**src/rtl/mfp_buzzer_ctrl_pkg.sv**
```systemverilog
// Shared constants and types for the mfp_buzzer_ctrl tone generator.
// Optional build macro MFP_BUZZ_PWM_MIX_EN selects the PWM mixer in the top level.
package mfp_buzzer_ctrl_pkg;

  localparam int unsigned DefTickDiv = 50000;

  // Per-channel register offsets, low two address bits
  localparam logic [1:0] RegHalfPeriod = 2'd0;
  localparam logic [1:0] RegDuration   = 2'd1;
  localparam logic [1:0] RegCtrl       = 2'd2;
  localparam logic [1:0] RegStatus     = 2'd3;

  typedef enum logic {
    StIdle = 1'b0,
    StPlay = 1'b1
  } ch_state_e;

  function automatic logic [3:0] popcount8(input logic [7:0] v);
    logic [3:0] n;
    n = '0;
    for (int i = 0; i < 8; i++) begin
      n = n + {3'b000, v[i]};
    end
    return n;
  endfunction

endpackage

```
**src/rtl/mfp_buzzer_ctrl_channel.sv**
```systemverilog
// One tone channel: IDLE/PLAY FSM, half-period counter, duration counter and tone flop.
// expire is a combinational pulse on the edge that ends a timed note.
module mfp_buzzer_ctrl_channel
  import mfp_buzzer_ctrl_pkg::*;
#(
  parameter int unsigned CNT_W = 20,
  parameter int unsigned DUR_W = 16
) (
  input  logic             HCLK,
  input  logic             HRESET,
  input  logic             tick,
  input  logic             start,
  input  logic             stop,
  input  logic [CNT_W-1:0] half_period,
  input  logic [DUR_W-1:0] duration,
  output logic             tone,
  output logic             busy,
  output logic             expire,
  output logic [DUR_W-1:0] dur_cnt
);

  ch_state_e        state_q, state_d;
  logic [CNT_W-1:0] half_q, half_d;
  logic [DUR_W-1:0] dur_q, dur_d;
  logic             tone_q, tone_d;

  always_ff @(posedge HCLK or posedge HRESET) begin
    if (HRESET) begin
      state_q <= StIdle;
      half_q  <= '0;
      dur_q   <= '0;
      tone_q  <= 1'b0;
    end else begin
      state_q <= state_d;
      half_q  <= half_d;
      dur_q   <= dur_d;
      tone_q  <= tone_d;
    end
  end

  always_comb begin
    state_d = state_q;
    half_d  = half_q;
    dur_d   = dur_q;
    tone_d  = tone_q;
    expire  = 1'b0;
    // Start wins over everything, including a coincident expiry
    if (start) begin
      state_d = StPlay;
      half_d  = (half_period == '0) ? '0 : half_period - CNT_W'(1);
      dur_d   = duration;
      tone_d  = 1'b0;
    end else begin
      unique case (state_q)
        StIdle: ;
        StPlay: begin
          if (stop) begin
            state_d = StIdle;
            half_d  = '0;
            dur_d   = '0;
            tone_d  = 1'b0;
          end else begin
            // A rest parks the counter at 0 so a new pitch toggles at once
            if (half_period == '0) begin
              tone_d = 1'b0;
              half_d = '0;
            end else if (half_q == '0) begin
              tone_d = ~tone_q;
              half_d = half_period - CNT_W'(1);
            end else begin
              half_d = half_q - CNT_W'(1);
            end
            if (tick && (dur_q != '0)) begin
              if (dur_q == DUR_W'(1)) begin
                state_d = StIdle;
                dur_d   = '0;
                tone_d  = 1'b0;
                expire  = 1'b1;
              end else begin
                dur_d = dur_q - DUR_W'(1);
              end
            end
          end
        end
        default: ;
      endcase
    end
  end

  assign tone    = tone_q;
  assign busy    = (state_q == StPlay);
  assign dur_cnt = dur_q;

endmodule

```
**src/rtl/mfp_buzzer_ctrl.sv**
```systemverilog
// Multi-channel buzzer: shared ms prescaler, register port, N_CH tone channels and a pin mixer.
// Define MFP_BUZZ_PWM_MIX_EN for proportional PWM mixing instead of the OR mix.
module mfp_buzzer_ctrl
  import mfp_buzzer_ctrl_pkg::*;
#(
  parameter int unsigned N_CH     = 4,
  parameter int unsigned CNT_W    = 20,
  parameter int unsigned DUR_W    = 16,
  parameter int unsigned TICK_DIV = DefTickDiv,
  localparam int unsigned AW      = $clog2(N_CH) + 2
) (
  input  logic            HCLK,
  input  logic            HRESET,
  input  logic            wr_en,
  input  logic [AW-1:0]   wr_addr,
  input  logic [31:0]     wr_data,
  input  logic [AW-1:0]   rd_addr,
  output logic [31:0]     rd_data,
  output logic [N_CH-1:0] tone_out,
  output logic [N_CH-1:0] busy,
  output logic            done_irq,
  output logic            buzz_out
);

  localparam int unsigned CW = (N_CH > 1) ? $clog2(N_CH) : 1;
  localparam int unsigned PW = (TICK_DIV > 1) ? $clog2(TICK_DIV) : 1;

  logic [PW-1:0] presc_q;
  logic          tick;

  assign tick = (presc_q == PW'(TICK_DIV - 1));

  always_ff @(posedge HCLK or posedge HRESET) begin
    if (HRESET) begin
      presc_q <= '0;
    end else begin
      presc_q <= tick ? '0 : presc_q + PW'(1);
    end
  end

  logic [AW-1:0] wr_ch, rd_ch;
  logic          wr_ok, rd_ok;
  logic [CW-1:0] wr_idx, rd_idx;
  logic          unused_wdata;

  assign wr_ch        = wr_addr >> 2;
  assign rd_ch        = rd_addr >> 2;
  assign wr_ok        = (wr_ch < AW'(N_CH));
  assign rd_ok        = (rd_ch < AW'(N_CH));
  assign wr_idx       = CW'(wr_ch);
  assign rd_idx       = CW'(rd_ch);
  assign unused_wdata = ^wr_data;

  logic [N_CH-1:0][CNT_W-1:0] hp_all;
  logic [N_CH-1:0][DUR_W-1:0] dur_all;
  logic [N_CH-1:0][DUR_W-1:0] dur_cnt_all;
  logic [N_CH-1:0]            expire;

  for (genvar c = 0; c < N_CH; c++) begin : g_ch
    logic             sel;
    logic [CNT_W-1:0] hp_q;
    logic [DUR_W-1:0] dur_q;

    assign sel = wr_en & wr_ok & (wr_idx == CW'(c));

    always_ff @(posedge HCLK or posedge HRESET) begin
      if (HRESET) begin
        hp_q  <= '0;
        dur_q <= '0;
      end else begin
        if (sel && (wr_addr[1:0] == RegHalfPeriod)) hp_q <= wr_data[CNT_W-1:0];
        if (sel && (wr_addr[1:0] == RegDuration))   dur_q <= wr_data[DUR_W-1:0];
      end
    end

    assign hp_all[c]  = hp_q;
    assign dur_all[c] = dur_q;

    mfp_buzzer_ctrl_channel #(
      .CNT_W (CNT_W),
      .DUR_W (DUR_W)
    ) u_channel (
      .HCLK        (HCLK),
      .HRESET      (HRESET),
      .tick        (tick),
      .start       (sel && (wr_addr[1:0] == RegCtrl) && wr_data[0]),
      .stop        (sel && (wr_addr[1:0] == RegCtrl) && !wr_data[0]),
      .half_period (hp_q),
      .duration    (dur_q),
      .tone        (tone_out[c]),
      .busy        (busy[c]),
      .expire      (expire[c]),
      .dur_cnt     (dur_cnt_all[c])
    );
  end

  // CTRL is write-only and reads back as 0
  always_comb begin
    rd_data = '0;
    if (rd_ok) begin
      case (rd_addr[1:0])
        RegHalfPeriod: rd_data[CNT_W-1:0] = hp_all[rd_idx];
        RegDuration:   rd_data[DUR_W-1:0] = dur_all[rd_idx];
        RegStatus:     rd_data[DUR_W:0]   = {dur_cnt_all[rd_idx], busy[rd_idx]};
        default:       rd_data = '0;
      endcase
    end
  end

  logic done_q, buzz_q, buzz_d;

`ifdef MFP_BUZZ_PWM_MIX_EN
  logic [CW-1:0] pwm_q;

  always_ff @(posedge HCLK or posedge HRESET) begin
    if (HRESET) begin
      pwm_q <= '0;
    end else begin
      pwm_q <= (pwm_q == CW'(N_CH - 1)) ? '0 : pwm_q + CW'(1);
    end
  end

  always_comb begin
    buzz_d = (4'(pwm_q) < popcount8(8'(tone_out)));
  end
`else
  always_comb begin
    buzz_d = |tone_out;
  end
`endif

  always_ff @(posedge HCLK or posedge HRESET) begin
    if (HRESET) begin
      done_q <= 1'b0;
      buzz_q <= 1'b0;
    end else begin
      done_q <= |expire;
      buzz_q <= buzz_d;
    end
  end

  assign done_irq = done_q;
  assign buzz_out = buzz_q;

endmodule

```
**config.mk**
```make
export PLATFORM = sky130hd
export DESIGN_NAME = mfp_buzzer_ctrl
export DESIGN_NICKNAME = d
export VERILOG_FILES = /design/src/rtl/mfp_buzzer_ctrl_pkg.sv /design/src/rtl/mfp_buzzer_ctrl_channel.sv /design/src/rtl/mfp_buzzer_ctrl.sv
export SDC_FILE = /design/constraint.sdc
export NUM_CORES = 1
export LEC_CHECK = 0
export ABC_CLOCK_PERIOD_IN_PS = 5300
export BUFFER_PORTS_ARGS = -buffer_cell sky130_fd_sc_hd__buf_2
export CAP_MARGIN = 10
export CORE_MARGIN = 5
export CORE_UTILIZATION = 52
export CTS_CLUSTER_DIAMETER = 40
export DETAILED_ROUTE_END_ITERATION = 8
export PLACE_DENSITY = 0.72
export SETUP_SLACK_MARGIN = 0.4
export SYNTH_ARGS = -nofsm -noshare
export SYNTH_HDL_FRONTEND = slang
export SYNTH_HIERARCHICAL = 1
export SYNTH_SLANG_ARGS = --single-unit
```
**constraint.sdc**
```tcl
create_clock -name HCLK -period 5.3 [get_ports HCLK]
set_clock_uncertainty 0.1 [all_clocks]
set_input_delay 0.795 -clock HCLK [delete_from_list [all_inputs] [get_ports HCLK]]
set_output_delay 0.795 -clock HCLK [all_outputs]
set_load 0.03 [all_outputs]
```
# After elaboration in Yosys (flattened, before gate mapping)
# Cells that the tools add are included.
[totals] register_bits=314 wordCells=243
[op_classes] n_addsub=13 order_cmp=3 eq_ne=12 mux=125 bitwise=9 n_reduce_logical=54
[op_table] op="2-to-1 mux 20 bit" count=26
[op_table] op="2-to-1 mux 16 bit" count=23
[op_table] op="zero test 20 bit" count=8
[op_table] op="subtractor 20 x 1 -> 20 bit (second input constant)" count=8
[op_table] op="2-to-1 mux 1 bit" count=69
[op_table] op="binary-select mux 16 bit (select 2 bit)" count=2
[op_table] op="== test 16 x 1 -> 1 bit (second input constant)" count=4
[op_table] op="nonzero test 16 bit" count=4
[op_table] op="subtractor 16 x 1 -> 16 bit (second input constant)" count=4
[op_table] op="one-hot mux 16 bit (3 select lines)" count=1
[op_table] op="binary-select mux 20 bit (select 2 bit)" count=1
[op_table] op="logical AND 1 bit" count=24
[op_table] op="adder 16 x 1 -> 16 bit (second input constant)" count=1
[op_table] op="== test 16 bit (second input constant)" count=1
[op_table] op="nonzero test 3 bit" count=4
[op_table] op="less-than comparator 2 x 3 -> 1 bit (second input constant)" count=3
[op_table] op="== test 2 bit (second input constant)" count=4
[op_table] op="AND reduction 2 bit" count=4
[op_table] op="nonzero test 2 bit" count=4
[op_table] op="OR reduction 4 bit" count=2
[op_table] op="== test 2 x 1 -> 1 bit (second input constant)" count=3
[op_table] op="zero test 2 bit" count=3
[op_table] op="AND 1 bit" count=5
[op_table] op="NOT 1 bit" count=4
[op_table] op="other kinds (4)" count=4

# Longest topological paths before layout
# Gate-level depths: netlist of the first run.
[depth] word_depth=9 mapped_depth=11 depth_no_buf=8

# Cells and area by module
# Netlist of the first run, hierarchy kept.
[modules_own_cells] module="mfp_buzzer_ctrl" instances=1 cells_each=609 area_each_um2=8145.3 seq_area_each_um2=4053.9
[modules_own_cells] module="mfp_buzzer_ctrl_channel (g_ch[0].u_channel)" instances=1 cells_each=364 area_each_um2=3198.1 seq_area_each_um2=950.9
[modules_own_cells] module="mfp_buzzer_ctrl_channel (g_ch[3].u_channel)" instances=1 cells_each=368 area_each_um2=3129.3 seq_area_each_um2=950.9
[modules_own_cells] module="mfp_buzzer_ctrl_channel (g_ch[2].u_channel)" instances=1 cells_each=364 area_each_um2=3100.5 seq_area_each_um2=950.9
[modules_own_cells] module="mfp_buzzer_ctrl_channel (g_ch[1].u_channel)" instances=1 cells_each=363 area_each_um2=2892.8 seq_area_each_um2=950.9

# Worst setup path after synthesis of the first run
# OpenSTA, ideal clock, no wires.
[synth_timing] kind="input to output" start="in rd_addr[3]" end="out rd_data[0]" arrival_time_ns=2.100 required_ns=4.405 setup_slack_ns=2.305 cell_stages=7 path_buffers=3 cell_sequence="buf_2 buf_2 buf_2 mux2i_1 o22ai_1 a211oi_1 nor2_1"
[synth_between] elab_chain_len=4
[synth_lines] element="start: declaration" line="mfp_buzzer_ctrl.sv:17" rtl="input logic [AW-1:0] rd_addr,"
[synth_lines] element="binary-select mux 1 bit (select 2 bit) (tied with other cells)" line="mfp_buzzer_ctrl.sv:104" rtl="RegStatus: rd_data[DUR_W:0] = {dur_cnt_all[rd_idx], busy[rd_idx]};"
[synth_lines] element="2-to-1 mux 1 bit (implied by the code) (tied with other cells)" line="mfp_buzzer_ctrl.sv:104"
[synth_lines] element="one-hot mux 16 bit (3 select lines)" line="mfp_buzzer_ctrl.sv:101" rtl="case (rd_addr[1:0])"
[synth_lines] element="2-to-1 mux 20 bit *" line="mfp_buzzer_ctrl.sv:100" rtl="if (rd_ok) begin"
[synth_lines] element="end: declaration" line="mfp_buzzer_ctrl.sv:18" rtl="output logic [31:0] rd_data,"
# Mark *: on every way between the ends. The rest lies on a longest branch, timed or not. The select of a mux whose other input is x is not followed.

# Final worst setup path of the first run
[layout_timing] start="in rd_addr[2]" end="out rd_data[15]"
[layout_between] elab_chain_len=4
[layout_lines] element="binary-select mux 16 bit (select 2 bit) (tied with other cells)" line="mfp_buzzer_ctrl.sv:104"
[layout_lines] element="2-to-1 mux 16 bit (implied by the code) (tied with other cells)" line="mfp_buzzer_ctrl.sv:104"
[layout_lines] element="one-hot mux 16 bit (3 select lines)" line="mfp_buzzer_ctrl.sv:101"
[layout_lines] element="2-to-1 mux 20 bit *" line="mfp_buzzer_ctrl.sv:100"
# Marks and branches as above.

==> flow_results.org, run 1 <==
** Outcome
- The flow ran to the end, and the final reports show no timing, DRC or antenna violations.

** CTS
- CTS placed an instance of clkbuf_16 at the clock tree root.
- Buffers inserted to repair hold after CTS numbered 0.
- The H-tree was split into 2 levels.
- Buffers inserted during clock tree synthesis total 56.
- After clock tree synthesis, the repair step resized 0 gates.
- Worst-Skew Late Latency :: 610 ps
- CTS tree :: done
- After clock tree synthesis, the setup repair step added 0 buffers.
- In this run the deepest clock path goes through 3 buffers.
- After clock tree synthesis, the clock-pin slew on the worst setup and hold paths is 50 ps.
- Counting every sink on the clock net gives 314.

** Synthesis
- Largest cells by area after synthesis :: dfrtp_1, mux2_2, mux2i_1
- A synthesized cell averages 9.90 sq um.
- Summed over its instances, the top area cell type makes up 38.4% of the synthesized netlist area.
- The most used flip-flop cell after synthesis is dfrtp_1.
- After synthesis, the share of flip-flops with an asynchronous set or reset is 100%.
- By area, the combinational part of the netlist is dominated by simple AND/OR/NAND/NOR gates.
- Yosys mapped a number of flops with a built-in enable equal to 0.
- dfrtp_1 is the most common cell in the netlist.
- Of the total synthesized cell area, the portion taken by XOR and XNOR cells is 2.87%.
- The synthesized netlist devotes 2.08% of its cell area to adder and majority cells.
- Synth Area in Simple Gates :: 18.6%
- Share of the synthesized area in compound gates (AO/OA/AOI/OAI) :: 18.5%
- Multiplexer cells account for 14.9% of the synthesized area.
- Post-synthesis cell area :: 20500 sq um
- The synthesized design spends more area on one cell type than any other, namely dfrtp_1.
- Library cells used by synthesis :: 99
- Part of the Yosys area used for sequential elements :: 38.4%
- Synthesis inferred 314 register bits.
- Synthesized instance count :: 2068
- By count the netlist is led by dfrtp_1, nor2_1, mux2_2.
- Yosys printed 6 warnings.

** Power
- Highest ir drop seen on vdd :: 0.377 mV
- The design draws 11.3 mW.
- Lkg Pwr :: 9.44 nW
- In this run the power density over the cells is 491 nW/um^2.

** Timing
- Setup repair after global routing left no endpoint under its margin.
- The count of final max-slew check failures was 0.
- Total negative setup slack :: 0 ps
- Number of hold violations in the final report :: 0
- For the pin with the worst max-slew slack, the measured transition is 1340 ps.
- For the finished layout, the period the worst path requires is 3970 ps.
- Setup violations remaining at the end of the flow were counted as 0.
- Final hold analysis gives a worst-case slack of 304 ps.
- Headroom to the max-slew limit came out at 10.8%.
- Static timing analysis puts the maximum clock frequency at 252 MHz.
- Final worst-path cycle share :: 74.9%

** Routing
- The first TritonRoute pass finished after 6 iterations.
- DRT Wirelength :: 67500 microns
- DR vias :: 18300
- Number of routed nets with antenna violations :: 0
- Dividing the detail-routed via count by the number of cells gives 6.89.
- For this block, the initial DRC count from the detailed router was 2030.
- Residual DRC :: 0
- After detailed routing, the average wire length per cell comes to 25.3 microns.

** Worst setup path
- Largest stage delay on the critical path :: 590 ps
- Worst setup path category :: input pin to output pin
- Startpoint of the most critical setup path :: rd_addr[2]
- Grouping stages by cell kind, the critical path spends the most delay in compound AO/OA/AOI/OAI gates.
- For the worst setup path, the data required time is 4410 ps.
- Critical-path cell with the highest stage delay :: a211oi_1
- Instance count on the critical path :: 6
- Slack of the worst reg-to-reg path :: 1840 ps
- Worst reg2reg endpoint :: done_irq$_DFF_PP0_
- By instance count, the cell type seen most on the critical path is buf_2.
- Cells on worst reg2reg path :: 7
- Following the worst setup path forward leads to its endpoint at rd_data[15].
- Type of destination of the critical path :: output pin
- Traced cell by cell, the critical path runs through buf_2 -> nand2b_1 -> o22ai_1 -> a211oi_1 -> nor2_1 -> buf_2.
- Startpoint type of the worst setup path :: input pin
- Sum of buffers and inverters on the critical path :: 2
- In this run the critical register-to-register path is launched from presc_q[12]$_DFF_PP0_.
- Largest driver fanout on the critical path :: 23
- Data arrival at the endpoint of the critical path :: 3080 ps

** Die
- The floorplan step defined a die boundary enclosing 43400 sq um.
- Initial standard-cell utilization of the core :: 52.7%
- Measured along the y axis, the die boundary spans 208 microns.
- In this run the horizontal extent of the chip is 208 microns.
- Boundary pin count :: 85
- Area of the placeable core :: 38800 sq um
- Row count :: 72

** Job
- The tool flagged a number of max-cap violations equal to 0.

** Placement
- Routability-driven placement congestion ratio :: 0.954
- After legalization and detailed placement, the total HPWL measured 47700 microns.
- The number of placed instances, taps included, is 2556.
- Buffers placed on the I/O ports in this run total 60.

** Worst hold path
- The tightest min-delay check is of the input pin to asynchronous set/reset pin type.

** GRT
- The first global-routing pass estimated 104000 microns of wire.
- Total grt overflow :: 0
- Overall routing resource usage :: 30.1%
- Pin count of the biggest net entering global routing :: 163
- Number of antenna violations at the first check in global routing :: 2
- The number of global-route vias before repair came to 17400.

** Finish
- 0 antenna diodes ended up in the layout.
- At the end of the flow, the number of nets in the layout was 2175.
- The post-route netlist has 20.2% of its cells at a drive strength greater than 1.
- The finished layout holds 2662 standard cells, fillers aside.
- Post-synthesis to final-layout area growth :: 12.4%
-- how the worst min path moves through the flow --
stage                         start                                       end  slack [ps]  cells after the start
3_5_place_dp   presc_q[0]$_DFF_PP0_                      presc_q[0]$_DFF_PP0_         360                      1
2_1_floorplan  presc_q[0]$_DFF_PP0_                      presc_q[0]$_DFF_PP0_         330                      1
5_1_grt                      HRESET  g_ch[1].u_channel/dur_cnt[2]$_DFFE_PP0P_         350                      3
6_report                     HRESET  g_ch[1].u_channel/dur_cnt[2]$_DFFE_PP0P_         300                      3
4_1_cts                      HRESET  g_ch[1].u_channel/dur_cnt[2]$_DFFE_PP0P_         300                      3
3_3_place_gp   presc_q[0]$_DFF_PP0_                      presc_q[0]$_DFF_PP0_         350                      1
-- flip-flops by register name (all words and copies together), names as in the netlist --
register / count
g_ch.dur_q: 64
g_ch.u_channel/busy: 4
g_ch.u_channel/tone: 4
done_irq: 1
g_ch.u_channel/dur_cnt: 64
buzz_out: 1
presc_q: 16
g_ch.u_channel/half_q: 80
g_ch.hp_q: 80
-- tightest hold or removal path, cell delays in order --
cell   delay (ps)
buf_2         150
inv_1          60
buf_4         450
-- layer usage --
metal | vias up | wire, microns | GRT usage, %
li1 | 8001 | - | -
met4 | 2 | 2580 | 11.6
met1 | 9157 | 28500 | 43.3
met5 | - | 7 | 0
met3 | 132 | 6850 | 6.21
met2 | 1043 | 29500 | 44.9
-- power breakdown --
part,internal (mW),switching [mW],total (mW)
Combinational,1.50,2.13,3.63
Sequential,2.98,0.940,3.92
Clock,2.44,1.30,3.74
Total,6.91,4.37,11.3
-- layout by cell type (no fill, tap or decap), drive strengths merged, types with 66 or more instances in the layout --
cell	n
buf	88
clkbuf	74
dfrtp	314
inv	66
mux2	153
mux2i	86
nand2	133
nor2	166
nor3	70
o21ai	117
-- cells by family (layout without fill, tap and decap cells) --
group	Yosys count	in the layout
AOI/OAI and AO/OA	516	516
xor gates and xnor gates	67	67
adders and majority gates	34	34
buffers and inverters	188	253
DFF	314	314
muxes	260	260
other	1	12
and+or+nand+nor	688	688
-- through the flow --
step	utilization (%)	setup slack, ps	instance area [sq um]
global route	59.2	1230	23000
finish	59.2	1330	23000
floorplan	-	2310	20500
global placement	54.1	1500	21000
CTS	59.2	1480	23000
detailed placement	54.1	1480	21000
-- cell type report --
cell class,instances,area (sq um)
multi-input cells,1577,11700
fillers,3264,15800
flip-flops and latches,314,7860
inverters,61,246
repair buffers,88,542
clock inverters,30,380
clock buffers,74,1580
well taps,518,648
No activity file was read; power rests on OpenSTA's default activity.
==> inputs of run 2 (changes only) <==
Settings changed: ABC_AREA from default to 1, ABC_CLOCK_PERIOD_IN_PS 5300 to 3420, PLACE_DENSITY 0.72 to 0.71.
Clock period 5.3 ns to 3.42 ns, I/O delays scaled along.
==> run 2 against run 1 <==
  * Design area rose by 12%
  * Register-to-register slack got worse by 1100 ps
  * Cell count grew 60%
  * Worst setup slack got worse by 710 ps
  * Wire length increased by 8.5%
  * Synthesized area up 11%
  * Clock power is 81% higher
  * Core utilization is 0.52 points higher
  * Critical path type unchanged
  * Largest cell class unchanged
  * Largest power group is now combinational cells
  * Highest routed layer unchanged
==> flow_results.org, run 2 <==
** Synthesis
- After synthesis the netlist holds a flip-flop and latch count of 314.
- Part of the Yosys area used for sequential elements :: 34.6%
- The largest total area in the synthesized netlist belongs to dfrtp_1.
- Among all flip-flop cells after synthesis, the most frequent one is dfrtp_1.
- Each instance of the synthesized netlist takes up on average 6.39 sq um.
- Largest cells by area after synthesis :: dfrtp_1, nand2_1, nand3_1
- By instance count, the leading cell after synthesis is nand2_1.
- Commonest cells in the netlist :: nand2_1, inv_1, nand3_1
- EDFF count, synth :: 0
- Counting distinct cell types in the post-synthesis netlist gives 42.
- Number of warnings reported in the yosys synthesis log :: 6
- The synthesized netlist occupies a cell area of 22700 sq um.
- Synthesis handed over a netlist of 3559 instances.
- The synthesized design devotes to its leading area cell type 34.6% of total area.
- Share of flip-flops with an asynchronous set or reset :: 100%

** Worst hold path
- Class of the worst hold path :: input pin to asynchronous set/reset pin

** Placement
- The count of buffers added on input and output ports is 60.
- Detailed placement finished with a half-perimeter wire length of 53000 microns.
- In this run the cell area measured after placement is 23400 sq um.
- Routability-driven placement congestion ratio :: 0.964

** Worst setup path
- The worst setup path is captured at an output pin.
- By startpoint and endpoint, the worst setup path is classified as input pin to output pin.
- On the critical path, the stage with the largest delay is an instance of inv_2.
- Critical Path Sink :: rd_data[11]
- Slack of the worst reg-to-reg path :: 760 ps
- Largest driver fanout on the critical path :: 34
- Data arrives at the worst endpoint at 2190 ps.
- Sequence of cells on the critical path :: buf_2 -> inv_2 -> buf_12 -> nand3_1 -> nand2_1 -> nand2_1 -> nand3_1 -> nand2_1 -> inv_1 -> buf_2
- For the worst setup path, the data required time is 2810 ps.
- Startpoint type of the worst setup path :: input pin
- Largest stage delay on the critical path :: 320 ps
- In this run the critical register-to-register path is captured at done_irq$_DFF_PP0_.
- Most numerous cell on the critical path :: nand2_1
- Measured in cells, the most critical reg-to-reg path has a length of 11.
- FF-to-FF Start :: presc_q[0]$_DFF_PP0_
- Startpoint of the most critical setup path :: rd_addr[3]

** GRT
- For this run, the total global-route usage over all layers was measured as 30.4%.
- Number of antenna violations at the first check in global routing :: 3
- Number of global-route vias before repair :: 21000
- Pin count of the biggest net entering global routing :: 103
- Global-route wire length before repair :: 115000 microns
- Summed over all layers, the global routing overflow is 0.

** Timing
- Number of slew-limit violations in the final report :: 0
- Worst Tran Pin Value :: 1130 ps
- The worst path uses 81.9% of the clock period.
- The worst pin sits at a relative slew slack of 24.7%.
- Count of endpoints failing setup in the final report :: 0
- RSZ-0062 raised after global routing :: false
- In the final timing run, aggregate negative setup slack is 0 ps.
- Hold is met by 53.4 ps.
- Number of hold violations in the final report :: 0
- Achievable clock frequency :: 357 MHz
- The worst path in the final design needs a cycle of 2800 ps, including I/O delays and setup.

** Finish
- From synthesis to final layout, the design area changed by 13.5%.
- Final #Nets :: 3690
- Leaving out fill and tap cells, the most frequent cell in the layout is nand2_1.
- In the final layout, the share of cells above drive strength 1 is 9.60%.
- In the layout the commonest cells are nand2_1, inv_1, nand3_1, nor2_1, dfrtp_1.
- Once layout is done, the placed cells without fillers occupy 25800 sq um.
- The largest registers in the layout are g_ch.hp_q x80, g_ch.u_channel/half_q x80.

** Die
- After floorplanning, the core was divided into 76 placement rows.
- The floorplan step set the die height to 219 microns.
- For this configuration, the core starts out at a cell density of 52.7%.
- Boundary pin count :: 85
- From left edge to right edge, the die measures 219 microns.
- The die covers 48000 sq um.
- Area of the placeable core :: 43200 sq um

** Routing
- Via/cell ratio :: 5.36
- Avg WL per Cell :: 17.2 microns
- The routed layout has 22800 vias.
- The first detailed-routing pass ran for 7 iterations.
- The count of nets left with antenna violations once routing finished came out at 0.
- The detailed router finished its first iteration with 2267 violations.
- DRT Wirelength :: 73200 microns
- Residual DRC :: 0

** CTS
- Clock slew at reported path FFs :: 60 ps
- CTS saw 314 sinks.
- Worst-Skew Late Latency :: 590 ps
- In this run, CTS created clock tree buffers numbering 66.
- For this design, the CTS-stage hold fixing added 0 buffers.
- The clock passes through at most 3 buffers.
- The root buffer cell chosen for the clock tree is clkbuf_16.
- Number of levels in the clock H-tree :: 3
- CTS tree :: done

** Outcome
- The run finished with clean final reports.

** Power
- Power comes to 20.5 mW.
- Highest ir drop seen on vdd :: 0.548 mV
- Lkg Pwr :: 13.7 nW
- For this design the ratio of total power to cell area is 796 nW/um^2.

** Job
- # Max-Cap Violations :: 0
## run 2: worst min path at each step
stage | startpoint | to | slack (ps) | cells after the start
5_1_grt | HRESET | g_ch[3].u_channel/dur_cnt[2]$_DFFE_PP0P_ | 100 | 2
4_1_cts | HRESET | g_ch[3].u_channel/dur_cnt[6]$_DFFE_PP0P_ | 50 | 2
3_5_place_dp | presc_q[0]$_DFF_PP0_ | presc_q[0]$_DFF_PP0_ | 360 | 1
6_report | HRESET | g_ch[3].u_channel/dur_cnt[7]$_DFFE_PP0P_ | 50 | 2
2_1_floorplan | presc_q[0]$_DFF_PP0_ | presc_q[0]$_DFF_PP0_ | 330 | 1
3_3_place_gp | presc_q[0]$_DFF_PP0_ | presc_q[0]$_DFF_PP0_ | 350 | 1
## run 2: critical path, delay by kind of cell
kind / cells / cell delay [ps]
buffers and inverters: 5 / 1040
AND/OR/NAND/NOR: 5 / 590
## run 2: final cells by class
| type | instances | area (sq um) |
|---|---|---|
| diodes | 4 | 10.0 |
| clock buffers | 76 | 1820 |
| clock inverters | 45 | 532 |
| fillers | 4231 | 17400 |
| inverters | 481 | 1830 |
| multi-input cells | 2651 | 12300 |
| flip-flops and latches | 314 | 7860 |
| well taps | 585 | 732 |
| repair buffers | 99 | 683 |
## run 2: through the flow
stage	setup slack, ps	cells	util [%]
2_1_floorplan	750	3570	-
3_3_place_gp	514	4127	54.2
6_report	620	4255	59.8
3_5_place_dp	470	4127	54.2
5_1_grt	536	4251	59.7
4_1_cts	543	4248	59.7
## run 2: metal layers
layer  vias up  wire (microns)  global-route usage, %
met1     10500           31100                   41.4
met2       913           32600                   46.9
li1      11200               -                      -
met4         2            4040                   15.0
met5         -              13                      0
met3       215            5460                   5.44
## run 2: logic make-up after synthesis
family	Yosys count	synth area share (%)
DFF	314	34.6
adders and majority gates	34	1.87
buffers and inverters	605	11.3
other	1	0.0165
xor gates and xnor gates	101	3.89
and+or+nand+nor	2233	42.2
AOI/OAI and AO/OA	271	6.14
## run 2: repair_timing
action | in CTS | in global routing
setup endpoints to repair | 0 | 25
gates resized for setup | 0 | 1
buffers inserted | 0 | 3
## run 2: where the power goes
part	internal, mW	switching (mW)	total, mW	leakage (nW)
clock network	4.51	2.25	6.76	1.12
logic	2.72	4.93	7.64	8.52
registers	4.69	1.44	6.13	4.05
